[src/rtl/mm_row_scheduler_if.sv]
// Bus bundle between the row scheduler and its environment:
// controller start/done, dot-product unit, A/B row memories and C writer.
interface mm_row_scheduler_if #(
    parameter int LOG_BATCH_SIZE      = 3,
    parameter int OUTPUT_FEATURES     = 8,
    parameter int LOG_OUTPUT_FEATURES = 3,
    parameter int OUTPUT_WIDTH        = 16
);
    logic                                    start;
    logic                                    busy;
    logic                                    done;
    logic [LOG_BATCH_SIZE-1:0]               inputAddr;
    logic [LOG_OUTPUT_FEATURES-1:0]          weightAddr;
    logic                                    dpStart;
    logic                                    dpDone;
    logic [OUTPUT_WIDTH-1:0]                 dpResult;
    logic [OUTPUT_FEATURES*OUTPUT_WIDTH-1:0] outputData;
    logic [LOG_BATCH_SIZE-1:0]               outputAddr;
    logic                                    outputWrEn;
    logic                                    outputReady;

    modport master (
        input  start,
        output busy,
        output done,
        output inputAddr,
        output weightAddr,
        output dpStart,
        input  dpDone,
        input  dpResult,
        output outputData,
        output outputAddr,
        output outputWrEn,
        input  outputReady
    );

    modport slave (
        output start,
        input  busy,
        input  done,
        input  inputAddr,
        input  weightAddr,
        input  dpStart,
        output dpDone,
        output dpResult,
        input  outputData,
        input  outputAddr,
        input  outputWrEn,
        output outputReady
    );
endinterface

[src/rtl/mm_row_scheduler.sv]
// Row sequencer for C = A * B^T using one shared dot-product unit.
// Collects one row of C in a buffer, then hands it to the writer.
module mm_row_scheduler #(
    parameter int BATCH_SIZE          = 8,
    parameter int LOG_BATCH_SIZE      = 3,
    parameter int OUTPUT_FEATURES     = 8,
    parameter int LOG_OUTPUT_FEATURES = 3,
    parameter int OUTPUT_WIDTH        = 16
) (
    input  logic               clk,
    input  logic               rst,
    mm_row_scheduler_if.master bus
);
    localparam logic [LOG_BATCH_SIZE-1:0] ROW_LAST =
        LOG_BATCH_SIZE'(BATCH_SIZE - 1);
    localparam logic [LOG_OUTPUT_FEATURES-1:0] COL_LAST =
        LOG_OUTPUT_FEATURES'(OUTPUT_FEATURES - 1);

    typedef enum logic [2:0] {
        IDLE,
        ISSUE,
        WAIT,
        WRITE,
        FINISH
    } state_t;

    state_t                         state_q, state_d;
    logic [LOG_BATCH_SIZE-1:0]      row_q, row_d;
    logic [LOG_OUTPUT_FEATURES-1:0] col_q, col_d;
    logic                           buf_we;
    logic [OUTPUT_WIDTH-1:0]        buf_q [OUTPUT_FEATURES];
    logic [OUTPUT_FEATURES*OUTPUT_WIDTH-1:0] data_c;

    // State and row/column counters
    always_ff @(posedge clk or posedge rst) begin
        if (rst) begin
            state_q <= IDLE;
            row_q   <= '0;
            col_q   <= '0;
        end else begin
            state_q <= state_d;
            row_q   <= row_d;
            col_q   <= col_d;
        end
    end

    // Next state, counter updates and handshake outputs
    always_comb begin
        state_d        = state_q;
        row_d          = row_q;
        col_d          = col_q;
        buf_we         = 1'b0;
        bus.busy       = 1'b1;
        bus.done       = 1'b0;
        bus.dpStart    = 1'b0;
        bus.outputWrEn = 1'b0;
        unique case (state_q)
            IDLE: begin
                bus.busy = 1'b0;
                if (bus.start) begin
                    row_d   = '0;
                    col_d   = '0;
                    state_d = ISSUE;
                end
            end
            ISSUE: begin
                bus.dpStart = 1'b1;
                state_d     = WAIT;
            end
            WAIT: begin
                if (bus.dpDone) begin
                    buf_we = 1'b1;
                    if (col_q == COL_LAST) begin
                        state_d = WRITE;
                    end else begin
                        col_d   = col_q + LOG_OUTPUT_FEATURES'(1);
                        state_d = ISSUE;
                    end
                end
            end
            WRITE: begin
                bus.outputWrEn = 1'b1;
                if (bus.outputReady) begin
                    if (row_q == ROW_LAST) begin
                        state_d = FINISH;
                    end else begin
                        row_d   = row_q + LOG_BATCH_SIZE'(1);
                        col_d   = '0;
                        state_d = ISSUE;
                    end
                end
            end
            FINISH: begin
                bus.done = 1'b1;
                state_d  = IDLE;
            end
            default: state_d = IDLE;
        endcase
    end

    // Row buffer: one slot per column, written on accepted results only
    always_ff @(posedge clk or posedge rst) begin
        if (rst) begin
            for (int i = 0; i < OUTPUT_FEATURES; i++) begin
                buf_q[i] <= '0;
            end
        end else if (buf_we) begin
            buf_q[col_q] <= bus.dpResult;
        end
    end

    // Flatten the buffer onto the writer data bus
    always_comb begin
        data_c = '0;
        for (int i = 0; i < OUTPUT_FEATURES; i++) begin
            data_c[i*OUTPUT_WIDTH +: OUTPUT_WIDTH] = buf_q[i];
        end
    end

    assign bus.outputData = data_c;
    assign bus.inputAddr  = row_q;
    assign bus.weightAddr = col_q;
    assign bus.outputAddr = row_q;
endmodule

[src/flat_wrapper.sv]
// flat-port wrapper written by rule: the top's interface ports become plain ports
module mm_row_scheduler_flat 
#(
    parameter int BATCH_SIZE          = 8,
    parameter int LOG_BATCH_SIZE      = 3,
    parameter int OUTPUT_FEATURES     = 8,
    parameter int LOG_OUTPUT_FEATURES = 3,
    parameter int OUTPUT_WIDTH        = 16
)
  (clk, rst, bus_start, bus_busy, bus_done, bus_inputAddr, bus_weightAddr, bus_dpStart, bus_dpDone, bus_dpResult, bus_outputData, bus_outputAddr, bus_outputWrEn, bus_outputReady);
  mm_row_scheduler_if #(.LOG_BATCH_SIZE(LOG_BATCH_SIZE), .OUTPUT_FEATURES(OUTPUT_FEATURES), .LOG_OUTPUT_FEATURES(LOG_OUTPUT_FEATURES), .OUTPUT_WIDTH(OUTPUT_WIDTH)) bus_i ();
  input  logic clk;
  input  logic rst;
  input wire logic [$bits(bus_i.start)-1:0] bus_start;
  output wire logic [$bits(bus_i.busy)-1:0] bus_busy;
  output wire logic [$bits(bus_i.done)-1:0] bus_done;
  output wire logic [$bits(bus_i.inputAddr)-1:0] bus_inputAddr;
  output wire logic [$bits(bus_i.weightAddr)-1:0] bus_weightAddr;
  output wire logic [$bits(bus_i.dpStart)-1:0] bus_dpStart;
  input wire logic [$bits(bus_i.dpDone)-1:0] bus_dpDone;
  input wire logic [$bits(bus_i.dpResult)-1:0] bus_dpResult;
  output wire logic [$bits(bus_i.outputData)-1:0] bus_outputData;
  output wire logic [$bits(bus_i.outputAddr)-1:0] bus_outputAddr;
  output wire logic [$bits(bus_i.outputWrEn)-1:0] bus_outputWrEn;
  input wire logic [$bits(bus_i.outputReady)-1:0] bus_outputReady;
  assign bus_i.start = bus_start;
  assign bus_busy = bus_i.busy;
  assign bus_done = bus_i.done;
  assign bus_inputAddr = bus_i.inputAddr;
  assign bus_weightAddr = bus_i.weightAddr;
  assign bus_dpStart = bus_i.dpStart;
  assign bus_i.dpDone = bus_dpDone;
  assign bus_i.dpResult = bus_dpResult;
  assign bus_outputData = bus_i.outputData;
  assign bus_outputAddr = bus_i.outputAddr;
  assign bus_outputWrEn = bus_i.outputWrEn;
  assign bus_i.outputReady = bus_outputReady;
  mm_row_scheduler #(.BATCH_SIZE(BATCH_SIZE), .LOG_BATCH_SIZE(LOG_BATCH_SIZE), .OUTPUT_FEATURES(OUTPUT_FEATURES), .LOG_OUTPUT_FEATURES(LOG_OUTPUT_FEATURES), .OUTPUT_WIDTH(OUTPUT_WIDTH)) u_core (.clk(clk), .rst(rst), .bus(bus_i));
endmodule
[config.mk]
export PLATFORM = sky130hd
export DESIGN_NAME = mm_row_scheduler_flat
export DESIGN_NICKNAME = d
export VERILOG_FILES = /design/src/rtl/mm_row_scheduler_if.sv /design/src/rtl/mm_row_scheduler.sv /design/src/flat_wrapper.sv
export SDC_FILE = /design/constraint.sdc
export NUM_CORES = 1
export LEC_CHECK = 0
export ABC_AREA = 1
export BUFFER_PORTS_ARGS = -buffer_cell sky130_fd_sc_hd__buf_4
export CAP_MARGIN = 20
export CORE_ASPECT_RATIO = 0.8
export CORE_MARGIN = 2
export CORE_UTILIZATION = 35
export DETAILED_ROUTE_END_ITERATION = 10
export PLACE_DENSITY_LB_ADDON = 0.15
export SYNTH_ARGS = -nofsm -noshare
export SYNTH_HDL_FRONTEND = slang
export SYNTH_SLANG_ARGS = --single-unit
export TNS_END_PERCENT = 10
[constraint.sdc]
create_clock -name clk -period 5.2 [get_ports clk]
set_clock_uncertainty 0.15 [all_clocks]
set_input_delay 0.78 -clock clk [delete_from_list [all_inputs] [get_ports clk]]
set_output_delay 0.78 -clock clk [all_outputs]
set_load 0.005 [all_outputs]
==> metrics.txt, run 1 <==
overall power about 0.0033 W; Die Y roughly 110 microns; H-tree depth 4; Cells after DPL ~850; most instantiated cells after synthesis nand2_1 (154), dfrtp_1 (137), o21ai_1 (95); CTS Buf Count 17; Syn Nets 550; most area-consuming cells after synthesis dfrtp_1 (64%), nand2_1 (11%), o21ai_1 (8.8%); via/cell ratio around 4.7; Core Box Area between 15,000 and 20,000 sq um; grt ovf 0; DP HPWL between 10,000 and 15,000 microns; area leader, netlist dfrtp_1; I/O pins roughly 160; Min Hold Slack about 0.33 ns; top_reg_cell synth dfrtp_1; # hold bufs at CTS 0; outcome finished clean; number of setup buffers added after CTS 0; GPL Wtd Cong 0.859; Final #Nets between 700 and 800; Max clock buf depth 2; Slew @ Worst Pin 0.871 ns; CTS tree built; Rel. slew slack 0.419; clk slew on worst S/H paths around 0.06 ns; pin count of the biggest net entering global routing 100; Required @ worst endpoint 4.27 ns; Max Slew Vio Count 0; pre-CTS WS roughly 3 ns; worst path arrival time approximately 1.4 ns; Worst R2R Path Depth 6; die area between 15,000 and 20,000 sq um; Post-synth ARST share 1.00; crit-path max FO 6; sequential area share after synthesis 0.636; CP Class flip-flop to output port; routed via count approximately 4,100; RSZ-0062 raised after global routing no; CP Launch Type flip-flop; Setup violations, final 0; post-synth top area share 0.636; Syn. warnings 0; root buf cell clkbuf_16; PD cells about 460 nW/um^2; Yosys cell types 22; FP Rows 40; CTS Sinks roughly 140; synthesized cell area roughly 5400 sq um; final wirelength about 14,000 microns; top-count cell post-synth nand2_1; first-pass GRT wire length 22,000 microns; Worst-Skew Late Latency between 0.4 and 0.5 ns; total of max-cap violations 0; min Tclk post-route between 2 and 2.5 ns; die width about 140 microns; Yosys reg bits about 140; Worst Hold Class flip-flop to flip-flop; fill cell count 1,409; area growth from synthesis to layout 33.3%; initial DRC count 236; Final Hold Fails 0; slack of the critical path between 2 and 3 ns; share of layout cells above drive strength 1 0.310; initial cell density of the core 0.359; Setup crit end kind output port; initial antenna violation count 0; drt wl/cell between 15 and 20 microns; Post-Syn Area per Cell a little over 10 sq um; worst vdd rail ir drop approximately 220 uV; Period Utilization, post-route 0.446; fmax around 430 MHz; Inserted Diodes 0; Fin Setup TNS 0 ns; Routed Antenna Nets 0; Post-Layout Cell Count just under 900; Tot GR Track Use 0.179; Mapped Cells ~530; IO Port Bufs between 150 and 200; post-cts resize count 0; WHS Path Cells 2; DRT Pass-1 Iters 4; # DRC 0; number of synthesized flops with an enable pin 0; vias in the first global route 3,928; P_leak 3.71 nW
[per-layer routing]
layer / vias up / routed length, microns / GRT usage
met2: 139 / 5860 / 0.240
met1: 1961 / 6960 / 0.268
met5: - / 0 / 0
met4: 0 / 194 / 0.0752
met3: 16 / 1080 / 0.0541
li1: 2023 / - / -
[cell usage in the layout, fill, tap and decap left out]
master	instances
buf_4	162
nand2_1	154
dfrtp_1	137
o21ai_1	95
inv_1	31
o21ai_0	29
clkbuf_16	17
o21ai_2	10
nor2_1	10
nand3_1	7
clkinv_2	6
nand3_4	4
nor3_1	4
ha_1	4
nand3_2	3
bufinv_16	3
clkbuf_1	3
nor2_4	2
nand2_4	2
a21oi_1	2
inv_2	1
nor2_8	1
nor2_2	1
inv_6	1
clkinv_4	1
[power breakdown]
part | switching [W] | internal [W] | leakage, nW
clock network | 0.000422 | 0.000743 | 0.283
logic | 0.000373 | 0.000371 | 1.55
registers | 0.000144 | 0.00126 | 1.87
[state kept, by name, summed over array words and instances, names as in the netlist]
register and count:
u_core.bus.outputData 128, u_core.bus.weightAddr 3, u_core.state_q 3, u_core.bus.inputAddr 3
[worst paths after layout]
kind / from / to / slack [ns]
max: u_core.state_q[0]$_DFFE_PP0P_ / bus_dpStart / 2.88
min: u_core.bus.outputData[27]$_DFFE_PP0P_ / u_core.bus.outputData[27]$_DFFE_PP0P_ / 0.33
max reg2reg: u_core.state_q[2]$_DFFE_PP0P_ / u_core.bus.outputData[32]$_DFFE_PP0P_ / 3.14
min reg2reg: u_core.bus.outputData[27]$_DFFE_PP0P_ / u_core.bus.outputData[27]$_DFFE_PP0P_ / 0.33
max in group asynchronous: rst / u_core.bus.outputData[66]$_DFFE_PP0P_ / 3.46
min in group asynchronous: rst / u_core.bus.outputData[80]$_DFFE_PP0P_ / 0.41
[kinds of logic after synthesis]
family	after synthesis	synth area share
AND/OR/NAND/NOR	188	0.156
flip-flops	137	0.636
AO/OA/AOI/OAI	136	0.133
buffers and inverters	60	0.0652
adder cells (fa/ha/maj)	4	0.00929
[critical path: stages, from the launching register on]
cell     delay [ns]
dfrtp_1        0.43
inv_1          0.14
nor3_1         0.24
buf_4          0.17
[per-stage QoR]
step	utilization	instance area (sq um)
floorplan	-	5390
global placement	0.441	6620
detailed placement	0.441	6620
CTS	0.479	7190
global route	0.479	7190
finish	0.479	7190
[final cells by class]
| type | instances | area, sq um | area share |
|---|---|---|---|
| Inverter | 33 | 129 | 0.0179 |
| Timing Repair Buffer | 162 | 1220 | 0.169 |
| Clock buffer | 20 | 437 | 0.0608 |
| Clock inverter | 10 | 129 | 0.0179 |
| Tap cell | 189 | 236 | 0.0329 |
| Multi-Input combinational cell | 328 | 1610 | 0.224 |
| Sequential cell | 137 | 3430 | 0.477 |
No activity file was read; power rests on OpenSTA's default activity.
==> inputs of run 2 (changes only) <==
==> constraint.sdc (replaced) <==
create_clock -name clk -period 2.06 [get_ports clk]
set_clock_uncertainty 0.15 [all_clocks]
set_input_delay 0.309 -clock clk [delete_from_list [all_inputs] [get_ports clk]]
set_output_delay 0.309 -clock clk [all_outputs]
set_load 0.005 [all_outputs]
==> metrics.txt, run 2 (synthesized netlist as in run 1, its figures left out) <==
R2R Setup Slk 0.24 ns (-2.90 ns); number of setup buffers added after CTS 0 (unchanged); R2R Path Start u_core.state_q[2]$_DFFE_PP0P_; # DRC 0 (unchanged); clk slew on worst S/H paths 0.06 ns (about the same); final wirelength 14,500 microns (+2.8%); Routed Antenna Nets 0 (unchanged); Rel. slew slack 0.681 (+0.262); switching share of power 0.286 (+0.00238); CP max stage delay 0.43 ns (about the same); Max clock buf depth 2 (unchanged); CTS Buf Count 17 (unchanged); IO Port Bufs 161 (unchanged); GPL Wtd Cong 0.896 (+4.3%); H-tree depth 4 (unchanged); Fin Setup TNS 0 ns (unchanged); Pint 0.00610 W (+160%); Required @ worst endpoint 1.60 ns (-2.67 ns); CTS tree built; initial antenna violation count 0 (unchanged); commonest cells after routing, fill and taps aside buf_4 (166), nand2_1 (154), dfrtp_1 (137); die area 16,400 sq um (unchanged); initial cell density of the core 0.359 (unchanged); slack of the critical path 0.229 ns (-2.65 ns); DRT Pass-1 Iters 5 (+1); PD cells 1170 nW/um^2 (+150%); first-pass GRT wire length 22,600 microns (+2.7%); DP HPWL 10,600 microns (+4.5%); multi-input combinational cell area 1610 sq um (unchanged); Die Y 115 microns (unchanged); CTS Sinks 137 (unchanged); P_leak 3.76 nW (+1.5%); Clock power frac 0.361 (+0.009); Inserted Diodes 0 (unchanged); RSZ-0062 raised after global routing no; Period Utilization, post-route 0.889; worst path arrival time 1.37 ns (-0.02 ns); Slew @ Worst Pin 0.478 ns (-0.394 ns); grt ovf 0 (unchanged); FP Rows 40 (unchanged); vias in the first global route 4,015 (+2.2%); max reg flops 128 (unchanged); die width 143 microns (unchanged); fmax about 550 MHz; fill cell count 1,434 (+1.8%); crit-path cells inv_1, nor3_1, buf_4; crit-path max FO 6 (unchanged); Max Slew Vio Count 0 (unchanged); Register Area 3430 sq um (unchanged); R2R Path End u_core.bus.outputData[92]$_DFFE_PP0P_; Finished Cell Area 7320 sq um (+1.9%); Tot GR Track Use 0.181 (+0.00197); share of layout cells above drive strength 1 0.320 (+0.00986); Hold EP u_core.state_q[0]$_DFFE_PP0P_; outcome finished clean; Worst R2R Path Depth 6 (unchanged); hold path startpoint bus_outputReady; pre-CTS WS 0.276 ns (-2.65 ns); Worst Hold Class input pin to flip-flop; initial DRC count 212 (-10%); Setup violations, final 0 (unchanged); Core Box Area 15,000 sq um (unchanged); Logic pwr share 0.225 (about the same); Final Hold Fails 0 (unchanged); Final #Nets 712 (+1.1%); root buf cell clkbuf_16; pin count of the biggest net entering global routing 43 (-57%); CP Launch Type flip-flop; total of max-cap violations 0 (unchanged); I/O pins 162 (unchanged); worst vdd rail ir drop 535 uV (+150%); most common cell after layout, fill and taps aside buf_4; Slowest cell on crit path dfrtp_1; Worst-Skew Late Latency 0.40 ns (about the same); min Tclk post-route approximately 1.8 ns; drt wl/cell 16.3 microns (+1.6%); register share of total power 0.414 (-0.010); routed via count 4,210 (+1.7%); via/cell ratio 4.74 (+0.57%); WHS Path Cells 4 (+2); Setup crit end kind output port; NetSw 0.00244 W (+160%); Post-DP Area 6710 sq um (+1.3%); area growth from synthesis to layout 35.9%; CP Class flip-flop to output port
## run 2: per-layer routing
metal | up-vias | global-route usage | wire, microns
li1 | 2039 | - | -
met5 | - | 0 | 0
met4 | 0 | 0.0416 | 81
met3 | 8 | 0.0675 | 1150
met1 | 2020 | 0.272 | 7320
met2 | 143 | 0.248 | 5940
## run 2: worst max-delay path by stage
| stage | from | to | cells after the start | slack [ns] |
|---|---|---|---|---|
| 6_report | u_core.state_q[0]$_DFFE_PP0P_ | bus_dpStart | 3 | 0.23 |
| 4_1_cts | u_core.state_q[0]$_DFFE_PP0P_ | bus_dpStart | 3 | 0.21 |
| 3_3_place_gp | u_core.state_q[2]$_DFFE_PP0P_ | u_core.bus.outputData[125]$_DFFE_PP0P_ | 6 | 0.30 |
| 2_1_floorplan | rst | u_core.bus.inputAddr[0]$_DFFE_PP0P_ | 1 | -0.11 |
| 3_5_place_dp | u_core.state_q[2]$_DFFE_PP0P_ | u_core.bus.outputData[27]$_DFFE_PP0P_ | 6 | 0.28 |
| 5_1_grt | u_core.state_q[1]$_DFFE_PP0P_ | u_core.bus.outputData[113]$_DFFE_PP0P_ | 7 | 0.1 |
## run 2: power groups by stage
stage	clock, W	combinational, W	sequential [W]
finish	0.00309	0.00192	0.00353
global route	0.00329	0.00215	0.00359
CTS	0.00315	0.00195	0.00353
detailed placement	0	0.00195	0.00356
global placement	0	0.00191	0.00356
floorplan	0	0.000865	0.00355
## run 2: through the flow
| step | util | instances | hold WS (ns) | total power (W) |
|---|---|---|---|---|
| floorplan | - | 525 | 0.325 | 0.00441 |
| global placement | 0.447 | 856 | 0.112 | 0.00546 |
| detailed placement | 0.447 | 856 | 0.112 | 0.00551 |
| CTS | 0.488 | 889 | 0.0451 | 0.00863 |
| global route | 0.488 | 889 | 0.0867 | 0.00903 |
| finish | 0.488 | 889 | 0.0759 | 0.00854 |
## run 2: critical path: cells and delay by family, from the launching register on
| kind | cells | cell delay [ns] |
|---|---|---|
| buffers and inverters | 2 | 0.31 |
| flip-flops | 1 | 0.43 |
| AND/OR/NAND/NOR | 1 | 0.24 |
## run 2: area by class of cell
type,instances,share of cell area
flip-flops and latches,137,0.468
multi-input cells,328,0.220
repair buffers,170,0.180
clock buffers,21,0.0629
well taps,189,0.0323
clock inverters,11,0.0198
inverters,33,0.0174
## run 2: timing repair
action                                 in CTS  in global routing
hold buffers                                1                  0
endpoints found under the hold margin      63                  0
gates resized for setup                     0                  0
==> inputs of run 3 (changes only) <==
--- a/config.mk
+++ b/config.mk
@@ -12,7 +12,7 @@
 export CORE_MARGIN = 2
 export CORE_UTILIZATION = 35
 export DETAILED_ROUTE_END_ITERATION = 10
-export PLACE_DENSITY_LB_ADDON = 0.15
+export PLACE_DENSITY_LB_ADDON = 0.05
 export SYNTH_ARGS = -nofsm -noshare
 export SYNTH_HDL_FRONTEND = slang
 export SYNTH_SLANG_ARGS = --single-unit
==> metrics.txt, run 3 (synthesized netlist as in run 1, its figures left out) <==
outcome finished clean; pre-CTS WS 0.231 ns (-0.0449 ns); Slowest cell on crit path dfrtp_1; die area 16,400 sq um (unchanged); R2R Path End u_core.bus.outputData[92]$_DFFE_PP0P_; CP Class flip-flop to output port; Worst Hold Class input pin to flip-flop; Crit path max-delay family flip-flops; Die Y 115 microns (unchanged); CP Launch Type flip-flop; CTS Buf Count 17 (unchanged); # DRC 0 (unchanged); most common cell after layout, fill and taps aside buf_4; Worst R2R Path Depth 6 (unchanged); share of layout cells above drive strength 1 0.317 (-0.00293); R2R Setup Slk 0.21 ns (-0.03 ns); max reg flops 128 (unchanged); H-tree depth 4 (unchanged); Setup violations, final 0 (unchanged); area growth from synthesis to layout 35.0%; P_leak 3.75 nW (-0.37%); PD cells 1150 nW/um^2 (-1.4%); Final Hold Fails 0 (unchanged); Routed Antenna Nets 0 (unchanged); worst path arrival time 1.44 ns (+0.07 ns); Required @ worst endpoint 1.60 ns (about the same); worst vdd rail ir drop 592 uV (+11%); Slew @ Worst Pin 0.541 ns (+0.0630 ns); Final #Nets 710 (-0.28%); fill cell count 1,421 (-0.91%); Fin Setup TNS 0 ns (unchanged); Inserted Diodes 0 (unchanged); min Tclk post-route 1.90 ns (+0.0689 ns); RSZ-0062 raised after global routing no; post-cts resize count 0 (unchanged); Rel. slew slack 0.639 (-0.0420); drt wl/cell 15.7 microns (-3.8%); pin count of the biggest net entering global routing 96 (+120%); Hold EP u_core.state_q[0]$_DFFE_PP0P_; Period Utilization, post-route 0.922 (+0.0334); commonest cells after routing, fill and taps aside buf_4 (164), nand2_1 (154), dfrtp_1 (137); WHS Path Cells 4 (unchanged); routed via count 4,059 (-3.6%); crit-path max FO 6 (unchanged); Min Hold Slack 0.0399 ns (-0.0360 ns); grt ovf 0 (unchanged); vias in the first global route 3,975 (-1.0%); DRT Pass-1 Iters 4 (-1); final wirelength 13,900 microns (-4.1%); Max Slew Vio Count 0 (unchanged); Setup crit end kind output port; CTS Sinks 137 (unchanged); fmax 526 MHz (-3.6%); IO Port Bufs 161 (unchanged); CP max stage delay 0.44 ns (about the same); DP HPWL 9820 microns (-7.0%); die width 143 microns (unchanged); Max clock buf depth 2 (unchanged); Final Util 0.485 (-0.00325); via/cell ratio 4.58 (-3.3%); root buf cell clkbuf_16; overall power 0.00837 W (-2.0%); CTS tree built; R2R Path Start u_core.state_q[2]$_DFFE_PP0P_; first-pass GRT wire length 22,000 microns (-2.9%); slack of the critical path 0.160 ns (-0.0689 ns); Worst Path Buf+Inv 2 (unchanged); initial antenna violation count 0 (unchanged); Core Box Area 15,000 sq um (unchanged); initial cell density of the core 0.359 (unchanged); Worst-Skew Late Latency 0.41 ns (about the same); I/O pins 162 (unchanged); FP Rows 40 (unchanged); total of max-cap violations 0 (unchanged); initial DRC count 245 (+16%); clk slew on worst S/H paths 0.06 ns (about the same); Tot GR Track Use 0.179 (-0.00192); hold path startpoint bus_outputReady; crit-path cells inv_1, nor3_1, buf_4; GPL Wtd Cong 0.853 (-4.8%)
-- run 3: changes by cell type in the layout (fill, tap and decap cells not counted), sizes merged --
cell      delta
bufinv       -1
buf          -2
clkinvlp     -2
inv          -1
clkbuf       +1
clkinv       +2
-- run 3: worst min-delay path, stage by stage --
cell     delay, ns
buf_4         0.07
inv_1         0.03
nand2_1       0.09
nand2_1       0.06
-- run 3: what timing repair did --
action	in CTS	in global routing
endpoints found under the hold margin	137	0
hold buffers	1	0
setup buffers	0	0
-- run 3: power breakdown --
part	switching, W	internal (W)	total [W]
combinational	0.000959	0.000948	0.00191
clock	0.00107	0.00186	0.00293
sequential	0.000352	0.00318	0.00353
-- run 3: worst max path at each step --
stage | startpoint | cells after the start | slack (ns) | endpoint
after detailed placement | u_core.state_q[2]$_DFFE_PP0P_ | 6 | 0.23 | u_core.bus.outputData[93]$_DFFE_PP0P_
after global routing | u_core.state_q[0]$_DFFE_PP0P_ | 3 | 0.06 | bus_dpStart
after floorplan | rst | 1 | -0.11 | u_core.bus.inputAddr[0]$_DFFE_PP0P_
final | u_core.state_q[0]$_DFFE_PP0P_ | 3 | 0.16 | bus_dpStart
after CTS | u_core.state_q[0]$_DFFE_PP0P_ | 3 | 0.15 | bus_dpStart
after global placement | u_core.state_q[2]$_DFFE_PP0P_ | 6 | 0.28 | u_core.bus.outputData[93]$_DFFE_PP0P_
-- run 3: layer usage --
layer  vias up  global-route usage  wire length, microns
met5         -                   0                     0
met4         0              0.0495                    43
met3         2              0.0766                   928
met2       102               0.245                  5860
met1      1916               0.259                  7060
li1       2039                   -                     -
-- run 3: per-stage QoR --
stage / cells / instance area (sq um)
final: 886 / 7280
after global routing: 886 / 7280
after CTS: 886 / 7280
after detailed placement: 854 / 6690
after global placement: 854 / 6690
after floorplan: 525 / 5390
-- run 3: final cells by class --
class                   count  area, sq um  share of cell area
clock buffers              22          474              0.0652
inverters                  33          128              0.0175
repair buffers            168         1300               0.179
clock inverters             9         97.6              0.0134
well taps                 189          236              0.0325
multi-input cells         328         1610               0.221
flip-flops and latches    137         3430               0.471
